<file path="config.mk">
export PLATFORM = sky130hd
export DESIGN_NAME = clk_enable_gen
export DESIGN_NICKNAME = d
export VERILOG_FILES = /design/src/rtl/clk_enable_gen.sv
export SDC_FILE = /design/constraint.sdc
export NUM_CORES = 1
export LEC_CHECK = 0
export ABC_AREA = 0
export CELL_PAD_IN_SITES_DETAIL_PLACEMENT = 1
export CELL_PAD_IN_SITES_GLOBAL_PLACEMENT = 1
export CORE_ASPECT_RATIO = 1.2
export CORE_UTILIZATION = 52
export CTS_CLUSTER_SIZE = 12
export DETAILED_ROUTE_END_ITERATION = 10
export MAX_ROUTING_LAYER = met4
export PLACE_DENSITY = 0.88
export SYNTH_ARGS = -nofsm -noshare
export SYNTH_HDL_FRONTEND = slang
export SYNTH_SLANG_ARGS = --single-unit
</file>
<file path="constraint.sdc">
create_clock -name clkin -period 6.03 [get_ports clkin]
set_input_delay 1.206 -clock clkin [delete_from_list [all_inputs] [get_ports clkin]]
set_output_delay 1.206 -clock clkin [all_outputs]
set_load 0.02 [all_outputs]
</file>
<file path="src/rtl/clk_enable_gen.sv">
`default_nettype none
// ============================================================================
// Module   : clk_enable_gen
// Purpose  : Lock-qualified, runtime-programmable clock-enable generator.
//            Runs in the fast PLL output domain. It provides NUM_CH
//            independent divide-by-N enable channels. Each channel produces a
//            wrap pulse (ce) and a mid-period pulse (ce_half). All enables are
//            held off until the PLL lock has been stable for LOCK_CYCLES.
// Ports    : clkin     - fast PLL clock (sole clock)
//            reset_n   - asynchronous active-low reset
//            pll_lock  - asynchronous PLL lock, synchronised internally
//            div_wr    - single-cycle divisor write strobe
//            div_ch    - target channel of the write
//            div_val   - new divisor (0 disables the channel)
//            div_ack   - per-channel pulse: new divisor now in effect
//            div_busy  - per-channel write pending
//            ce        - per-channel one-cycle enable at period wrap
//            ce_half   - per-channel one-cycle enable at mid-period
//            ready     - lock qualified, enables running
//            loss_cnt  - saturating count of lock losses while running
// Revision : 1.0 - initial release
// ============================================================================
module clk_enable_gen #(
    parameter int                         NUM_CH      = 3,
    parameter int                         CNT_W       = 8,
    parameter logic [NUM_CH*CNT_W-1:0]    DIV_INIT    = {8'd3, 8'd2, 8'd1},
    parameter int                         LOCK_CYCLES = 1024,
    localparam int                        CH_W        = (NUM_CH > 1) ? $clog2(NUM_CH) : 1
) (
    input  logic                clkin,
    input  logic                reset_n,
    input  logic                pll_lock,
    input  logic                div_wr,
    input  logic [CH_W-1:0]     div_ch,
    input  logic [CNT_W-1:0]    div_val,
    output logic [NUM_CH-1:0]   div_ack,
    output logic [NUM_CH-1:0]   div_busy,
    output logic [NUM_CH-1:0]   ce,
    output logic [NUM_CH-1:0]   ce_half,
    output logic                ready,
    output logic [7:0]          loss_cnt
);

    localparam int              QW      = $clog2(LOCK_CYCLES + 1);
    localparam logic [QW-1:0]   Q_LAST  = QW'(LOCK_CYCLES - 1);

    typedef enum logic [0:0] {
        QUALIFY = 1'b0,
        RUN     = 1'b1
    } state_t;

    state_t         r_state;
    logic [QW-1:0]  r_qual;
    logic           r_sync1;
    logic           r_sync2;

    // Per-cycle mode decode shared by all channels:
    //   w_run_go   - running and lock still good: channels count
    //   w_run_drop - running but lock lost: this edge falls back to QUALIFY
    logic           w_run_go;
    logic           w_run_drop;

    assign w_run_go   = (r_state == RUN) &&  r_sync2;
    assign w_run_drop = (r_state == RUN) && !r_sync2;
    assign ready      = (r_state == RUN);

    // ------------------------------------------------------------------------
    // Lock synchroniser and qualification state machine
    // ------------------------------------------------------------------------
    always_ff @(posedge clkin or negedge reset_n) begin
        if (!reset_n) begin
            r_sync1  <= 1'b0;
            r_sync2  <= 1'b0;
            r_state  <= QUALIFY;
            r_qual   <= '0;
            loss_cnt <= 8'd0;
        end else begin
            r_sync1 <= pll_lock;
            r_sync2 <= r_sync1;
            case (r_state)
                QUALIFY: begin
                    if (r_sync2) begin
                        r_qual <= r_qual + 1'b1;
                        // Enter RUN on the same edge the count reaches LOCK_CYCLES.
                        if (r_qual == Q_LAST) begin
                            r_state <= RUN;
                        end
                    end else begin
                        r_qual <= '0;
                    end
                end
                RUN: begin
                    if (!r_sync2) begin
                        r_state <= QUALIFY;
                        r_qual  <= '0;
                        if (loss_cnt != 8'hFF) begin
                            loss_cnt <= loss_cnt + 8'd1;
                        end
                    end
                end
                default: begin
                    r_state <= QUALIFY;
                    r_qual  <= '0;
                end
            endcase
        end
    end

    // ------------------------------------------------------------------------
    // Enable channels
    // ------------------------------------------------------------------------
    for (genvar i = 0; i < NUM_CH; i++) begin : g_ch
        logic [CNT_W-1:0]   r_cnt;
        logic [CNT_W-1:0]   r_div;
        logic [CNT_W-1:0]   r_pend;
        logic               r_pend_v;
        logic               r_ce;
        logic               r_half;
        logic               r_ack;
        logic               w_nz;
        logic               w_wrap;
        logic               w_mid;
        logic               w_hit;

        assign w_nz   = (r_div != '0);
        assign w_wrap = w_nz && (r_cnt == r_div - 1'b1);
        assign w_mid  = w_nz && (r_cnt == ((r_div - 1'b1) >> 1));
        // Out-of-range channel numbers match no channel and are dropped.
        assign w_hit  = div_wr && (div_ch == CH_W'(i));

        always_ff @(posedge clkin or negedge reset_n) begin
            if (!reset_n) begin
                r_cnt    <= '0;
                r_div    <= DIV_INIT[i*CNT_W +: CNT_W];
                r_pend   <= '0;
                r_pend_v <= 1'b0;
                r_ce     <= 1'b0;
                r_half   <= 1'b0;
                r_ack    <= 1'b0;
            end else begin
                r_ack <= 1'b0;
                if (w_run_go) begin
                    r_ce   <= w_wrap;
                    r_half <= w_mid;
                    // Swap divisors only at a period boundary (or when idle)
                    // so the old period always completes with its own ce.
                    if (r_pend_v && (w_wrap || !w_nz)) begin
                        r_div    <= r_pend;
                        r_cnt    <= '0;
                        r_pend_v <= 1'b0;
                        r_ack    <= 1'b1;
                    end else if (w_wrap) begin
                        r_cnt <= '0;
                    end else if (w_nz) begin
                        r_cnt <= r_cnt + 1'b1;
                    end
                end else if (w_run_drop) begin
                    // Lock lost: silence the channel but keep divisor and
                    // any pending write for after re-qualification.
                    r_ce   <= 1'b0;
                    r_half <= 1'b0;
                    r_cnt  <= '0;
                end else begin
                    // Not running: nothing to stay in phase with, so a
                    // pending divisor takes effect immediately.
                    r_ce   <= 1'b0;
                    r_half <= 1'b0;
                    r_cnt  <= '0;
                    if (r_pend_v) begin
                        r_div    <= r_pend;
                        r_pend_v <= 1'b0;
                        r_ack    <= 1'b1;
                    end
                end
                // A write on the apply edge becomes the next pending value.
                if (w_hit) begin
                    r_pend   <= div_val;
                    r_pend_v <= 1'b1;
                end
            end
        end

        assign ce[i]       = r_ce;
        assign ce_half[i]  = r_half;
        assign div_ack[i]  = r_ack;
        assign div_busy[i] = r_pend_v;
    end

endmodule
`default_nettype wire
</file>
==> impl_metrics.env, run 1 <==
export IMPL_status="complete, no violations"
export IMPL_place_hpwl_um=10790
export IMPL_clock_fmax_mhz=278.5
export IMPL_synthToLayoutAreaGrowth_pct=11.04
export IMPL_yosys_area_top_type="dfrtp_1"
export IMPL_grt_max_degree=71
export IMPL_drt_iter0_markers=234
export IMPL_path_class="reg2reg"
export IMPL_final_max_slew_viol_count=0
export IMPL_syn_nets=577
export IMPL_power_per_cell_area_mw_per_mm2=320.2
export IMPL_avgViaCountPerCell=6.091
export IMPL_ios=35
export IMPL_drive_gt1_share_pct=13.56
export IMPL_finalSetupViolCount=0
export IMPL_die_h_um=119.2
export IMPL_cts_buffers=9
export IMPL_ys_ff_latch=106
export IMPL_initial_core_util_pct=53.64
export IMPL_gp_congestion=0.8479
export IMPL_insertion_delay_ps=350
export IMPL_grt_pass1_vias=4836
export IMPL_clock_sinks=106
export IMPL_postRouteWirelength_um=16690
export IMPL_leakage_nw=2.661
export IMPL_worst_ir_drop_vdd_uv=145.2
export IMPL_min_period_over_period_pct=59.55
export IMPL_hold_violations=0
export IMPL_post_cts_buffers=0
export IMPL_critPathLaunch="g_ch[0].r_div[1]$_DFFE_PN0P_"
export IMPL_start_kind="register"
export IMPL_dieArea_mm2=0.01187
export IMPL_hold_buffers=0
export IMPL_antenna_found_initial=0
export IMPL_synth_avg_cell_area_um2=10.76
export IMPL_worstPathMaxFanout=9
export IMPL_n_fill_cell=1150
export IMPL_cts_root_buf="clkbuf_16"
export IMPL_place_ws_ps=2517
export IMPL_synth_most_common_cell="dfrtp_1"
export IMPL_worst_slew_pin_slew_ps=1056
export IMPL_synth_edff_count=0
export IMPL_min_from="r_sync1$_DFF_PN0_"
export IMPL_r2r_start="g_ch[0].r_div[1]$_DFFE_PN0P_"
export IMPL_num_vias=4398
export IMPL_p_total_mw=2.115
export IMPL_async_flop_share_pct=100.0
export IMPL_clk_pin_slew_ps=80
export IMPL_fp_row_count=42
export IMPL_post_route_min_period_ps=3591
export IMPL_synthCells=553
export IMPL_critPathCaptureType="register"
export IMPL_grtUsageTotal_pct=30.51
export IMPL_fp_dieW_um=99.64
export IMPL_portBuffers=34
export IMPL_core_area_mm2=0.01109
export IMPL_clockBufferDepth=2
export IMPL_dr_pass1_iters=4
export IMPL_critPathArrivalTime_ps=3830
export IMPL_ant_nets=0
export IMPL_hold_path_class="reg2reg"
export IMPL_ctsResizeCount=0
export IMPL_synth_flop_cell="dfrtp_1"
export IMPL_grt_pass1_wl_um=26450
export IMPL_wire_per_inst_um=23.12
export IMPL_antenna_cells=0
export IMPL_yosysWarnings=0
export IMPL_hold_ws_ps=370.7
export IMPL_rsz0062_at_grt="false"
export IMPL_htreeDepth=3
export IMPL_yosysSeqAreaShare_pct=44.68
export IMPL_skew_ps=9.066
export IMPL_fin_nets=587
export IMPL_synthTopCellsByArea="dfrtp_1, xnor2_1, mux2_2"
export IMPL_tns_ps=0
export IMPL_synth_top_area_share_pct=42.91
export IMPL_maxCapViolations=0
export IMPL_worst_slack_ps=2439
export IMPL_synth_cell_area_mm2=0.005948
export IMPL_slew_headroom_pct=29.05
export IMPL_drc_errors=0
export IMPL_globalRouteOverflowTotal=0
export IMPL_cts_tree="done"
export IMPL_cp_data_required_time_ps=6270
export IMPL_synth_common_cells="dfrtp_1, xnor2_1, nand2_1"
export IMPL_ys_types=67
## layer usage
layer,global-route usage (%),vias to the layer above,part of all wire [%]
met2,56.29,92,56
met5,-,-,0
met1,32.50,2309,38
met3,4.108,42,2.4
met4,12.59,0,3.1
li1,-,1955,-
## kinds of logic after synthesis
| kind of cell | synth area share, % |
|---|---|
| compound gates | 9.150 |
| xor+xnor | 13.40 |
| fa+ha+maj | 2.103 |
| buf+inv | 4.081 |
| flops | 44.68 |
| mux | 8.814 |
| simple gates | 17.77 |
## flip-flops by register name (all words and copies together), names as in the netlist
name and flops:
r_sync2 1, ready 1, r_sync1 1, loss_cnt 8
g_ch.r_pend_v 3, g_ch.r_ce 3, g_ch.r_pend 24, g_ch.r_div 24
g_ch.r_half 3, g_ch.r_ack 3, r_qual 11, g_ch.r_cnt 24
## placed cells by master, fill, tap and decap left out, types with 3 or more instances in the layout
master           netlist  routed
dfstp_2                4       4
clkinvlp_4             0       3
clkdlybuf4s50_1        0      33
mux2_1                 8       8
nor3b_1                5       4
ha_1                  10      10
nand4_1                8       8
xor2_1                25      25
nand2_1               44      44
or2_2                  5       5
inv_1                 14      14
dfrtp_1              102     102
nand3_1               19      19
a32o_1                 8       8
nor4_1                12      12
and3_1                 3       3
nand3b_1               4       4
nor3b_2                2       3
nand4b_1               3       3
mux2_2                35      35
a2111oi_0              4       4
or3_1                  3       3
nor2_1                40      40
a21oi_1                7       7
and2_1                12      12
clkbuf_16              0       9
nand2b_1               5       5
xnor3_1                4       4
xnor2_1               53      53
nor2b_1                9       9
o21ai_0                9       9
nor3_1                13      13
o221ai_1               5       5
## layout make-up
| type | count | area [µm²] | area share, % |
|---|---|---|---|
| Clock inverter | 7 | 78.83 | 1.193 |
| Multi-Input combinational cell | 397 | 3053 | 46.22 |
| Inverter | 14 | 52.55 | 0.7956 |
| Sequential cell | 106 | 2658 | 40.23 |
| Tap cell | 154 | 192.7 | 2.917 |
| Timing Repair Buffer | 35 | 345.3 | 5.228 |
| Clock buffer | 9 | 225.2 | 3.410 |
## stage by stage
step           instances  instance area, µm²  util, %
2_1_floorplan        553                5948        -
3_3_place_gp         706                6296    56.78
3_5_place_dp         706                6296    56.78
4_1_cts              722                6600    59.52
5_1_grt              722                6605    59.57
6_report             722                6605    59.57
## worst max-delay path: stages, from the launching register on
cell and delay [ps]:
dfrtp_1 470, inv_1 90, ha_1 260, nor3b_1 330, nor3b_2 390, mux2_2 390
a211oi_1 670, a41oi_2 450, mux2_2 420
## path summary, 6_finish.rpt
path / slack (ps) / cells past startpoint / end
hold reg to reg: 370 / 0 / r_sync2$_DFF_PN0_
setup / recovery: 2440 / 8 / g_ch[0].r_div[6]$_DFFE_PN0P_
min in group asynchronous: 820 / 1 / g_ch[1].r_half$_DFF_PN0_
max in group asynchronous: 3920 / 2 / r_qual[5]$_DFFE_PN0N_
hold / removal: 370 / 0 / r_sync2$_DFF_PN0_
setup reg to reg: 2440 / 8 / g_ch[0].r_div[6]$_DFFE_PN0P_
## power breakdown
part	internal [mW]	total [mW]	switching, mW
sequential	0.798	0.938	0.140
clock	0.326	0.618	0.293
combinational	0.266	0.558	0.293
Note: power is estimated with default switching activity, not from simulation.
==> run 2, diff against run 1 <==
--- a/config.mk
+++ b/config.mk
@@ -9,11 +9,11 @@
 export CELL_PAD_IN_SITES_DETAIL_PLACEMENT = 1
 export CELL_PAD_IN_SITES_GLOBAL_PLACEMENT = 1
 export CORE_ASPECT_RATIO = 1.2
-export CORE_UTILIZATION = 52
+export CORE_UTILIZATION = 43
 export CTS_CLUSTER_SIZE = 12
 export DETAILED_ROUTE_END_ITERATION = 10
 export MAX_ROUTING_LAYER = met4
-export PLACE_DENSITY = 0.88
+export PLACE_DENSITY = 0.78
 export SYNTH_ARGS = -nofsm -noshare
 export SYNTH_HDL_FRONTEND = slang
 export SYNTH_SLANG_ARGS = --single-unit
==> constraint.sdc (replaced) <==
create_clock -name clkin -period 2.99 [get_ports clkin]
set_input_delay 0.598 -clock clkin [delete_from_list [all_inputs] [get_ports clkin]]
set_output_delay 0.598 -clock clkin [all_outputs]
set_load 0.02 [all_outputs]
==> run 2 against run 1 <==
Non-clock buffer count grew 19. Routed wire length decreased by 16%. Worst hold slack got worse by 51 ps. Sequential share of layout area decreased by 1.0 points.
==> impl_metrics.env, run 2 (same netlist as run 1, synthesis figures left out) <==
export IMPL_dr_pass1_iters=6
export IMPL_hold_violations=0
export IMPL_final_max_slew_viol_count=0
export IMPL_clock_fmax_mhz=358.9
export IMPL_worst_slew_pin_slew_ps=818.6
export IMPL_grt_pass1_vias=4609
export IMPL_cts_buffers=9
export IMPL_cp_data_required_time_ps=3230
export IMPL_htreeDepth=3
export IMPL_leakage_nw=2.769
export IMPL_slew_headroom_pct=45.43
export IMPL_biggestRegsByFlops="g_ch.r_cnt (24), g_ch.r_div (24), g_ch.r_pend (24)"
export IMPL_place_hpwl_um=10310
export IMPL_globalRouteOverflowTotal=0
export IMPL_fin_nets=606
export IMPL_portBuffers=34
export IMPL_cts_root_buf="clkbuf_16"
export IMPL_place_ws_ps=144.8
export IMPL_critPathArrivalTime_ps=3030
export IMPL_status="complete, no violations"
export IMPL_worstPathMaxFanout=7
export IMPL_path_class="reg2reg"
export IMPL_grt_max_degree=62
export IMPL_n_fill_cell=1423
export IMPL_postRouteWirelength_um=14020
export IMPL_clockBufferDepth=2
export IMPL_grtUsageTotal_pct=22.48
export IMPL_avgViaCountPerCell=5.726
export IMPL_power_per_cell_area_mw_per_mm2=621.5
export IMPL_drive_gt1_share_pct=16.18
export IMPL_post_cts_buffers=0
export IMPL_finalSetupViolCount=0
export IMPL_start_kind="register"
export IMPL_rsz0062_at_grt="false"
export IMPL_initial_core_util_pct=44.55
export IMPL_maxCapViolations=0
export IMPL_grt_use_met1_pct=25.88
export IMPL_post_route_min_period_ps=2787
export IMPL_slowest_stage="or4_4"
export IMPL_layout_cells_most_common="dfrtp_1"
export IMPL_grt_util_met3_pct=2.976
export IMPL_fp_dieW_um=109.4
export IMPL_fp_row_count=46
export IMPL_cp_cell_sequence="or4_4, o32a_1, a311oi_2, o211ai_2, or3_1, a32o_1"
export IMPL_drc_errors=0
export IMPL_cpPeakStageDelay_ps=590
export IMPL_dpl_instance_area_mm2=0.006456
export IMPL_min_period_over_period_pct=93.20
export IMPL_die_h_um=130.8
export IMPL_fin_area_mm2=0.006778
export IMPL_rrSetupSlack_ps=200
export IMPL_num_vias=4323
export IMPL_ios=35
export IMPL_worst_slack_ps=203.3
export IMPL_clock_sinks=106
export IMPL_insertion_delay_ps=360
export IMPL_antenna_found_initial=0
export IMPL_final_cell_mix="dfrtp_1, xnor2_1, nand2_1, nor2_1, mux2_2"
export IMPL_clk_pin_slew_ps=70
export IMPL_gp_congestion=0.8671
export IMPL_use_met2_pct=39.25
export IMPL_skew_ps=9.361
export IMPL_critPathCaptureType="register"
export IMPL_synthToLayoutAreaGrowth_pct=13.95
export IMPL_r2r_end="g_ch[1].r_div[4]$_DFFE_PN0P_"
export IMPL_drt_iter0_markers=119
export IMPL_tns_ps=0
export IMPL_reg2reg_depth=6
export IMPL_antenna_cells=0
export IMPL_dieArea_mm2=0.01431
export IMPL_utilization_pct=50.76
export IMPL_grt_busiest_layer="met2"
export IMPL_r2r_start="g_ch[1].r_div[2]$_DFFE_PN0P_"
export IMPL_core_area_mm2=0.01335
export IMPL_cts_tree="done"
export IMPL_grt_pass1_wl_um=23610
export IMPL_worst_ir_drop_vdd_uv=272.7
export IMPL_wire_per_inst_um=18.57
export IMPL_hold_path_class="in2async"
export IMPL_ant_nets=0
run 2: cell count changes in the layout (fill, tap and decap cells not counted):
cell and delta:
clkbuf_1 +1, clkinv_4 -1, a41oi_4 +1, clkinv_2 +1
buf_4 +19, clkinvlp_4 -3, a41oi_2 -1, nor3b_4 +1
nor3b_2 -1, inv_6 +2
run 2: worst max-delay path by stage:
stage	start	endpoint	slack (ps)
2_1_floorplan	g_ch[0].r_div[1]$_DFFE_PN0P_	g_ch[0].r_div[1]$_DFFE_PN0P_	70
3_3_place_gp	g_ch[2].r_div[2]$_DFFE_PN0P_	g_ch[2].r_div[3]$_DFFE_PN0P_	210
3_5_place_dp	g_ch[0].r_div[0]$_DFFE_PN1P_	g_ch[0].r_div[2]$_DFFE_PN0P_	140
4_1_cts	g_ch[0].r_div[0]$_DFFE_PN1P_	g_ch[0].r_div[4]$_DFFE_PN0P_	80
5_1_grt	g_ch[2].r_div[0]$_DFFE_PN1P_	g_ch[2].r_div[4]$_DFFE_PN0P_	1
6_report	g_ch[1].r_div[2]$_DFFE_PN0P_	g_ch[1].r_div[4]$_DFFE_PN0P_	200
run 2: what timing repair did:
item / in CTS / in global routing
setup endpoints to repair: 0 / 8
resized for setup: 0 / 3
hold buffers: 0 / 0
run 2: final cells by class:
class	instances	area [µm²]	area share, %
Tap cell	168	210.2	3.101
Sequential cell	106	2658	39.21
Clock inverter	6	70.07	1.034
Clock buffer	10	229.0	3.378
Timing Repair Buffer	54	488.0	7.200
Inverter	14	52.55	0.7753
Multi-Input combinational cell	397	3070	45.30
run 2: worst max-delay path, delay by kind of cell (launching register included):
family          cells  cell delay [ps]
simple gates        2             1120
flops               1              460
compound gates      4             1090
run 2: metal layers:
| layer | wire [µm] | share of wire (%) |
|---|---|---|
| met3 | 298 | 2.1 |
| met4 | 372 | 2.7 |
| met5 | 0 | 0 |
| met2 | 7488 | 53 |
| met1 | 5864 | 42 |
run 2: metrics by stage:
step                      std cells  hold slack [ps]  power, mW
after global routing            755            376.2      4.434
after floorplan                 553            302.4      2.660
after detailed placement        739            345.1      2.989
after global placement          739            332.0      2.928
after CTS                       755            360.7      4.238
final                           755            320.1      4.212
run 2: where the power goes:
part / total [mW] / internal (mW) / switching [mW]
Sequential: 1.82 / 1.61 / 0.214
Combinational: 1.16 / 0.589 / 0.576
Clock: 1.22 / 0.660 / 0.563
Total: 4.21 / 2.86 / 1.35
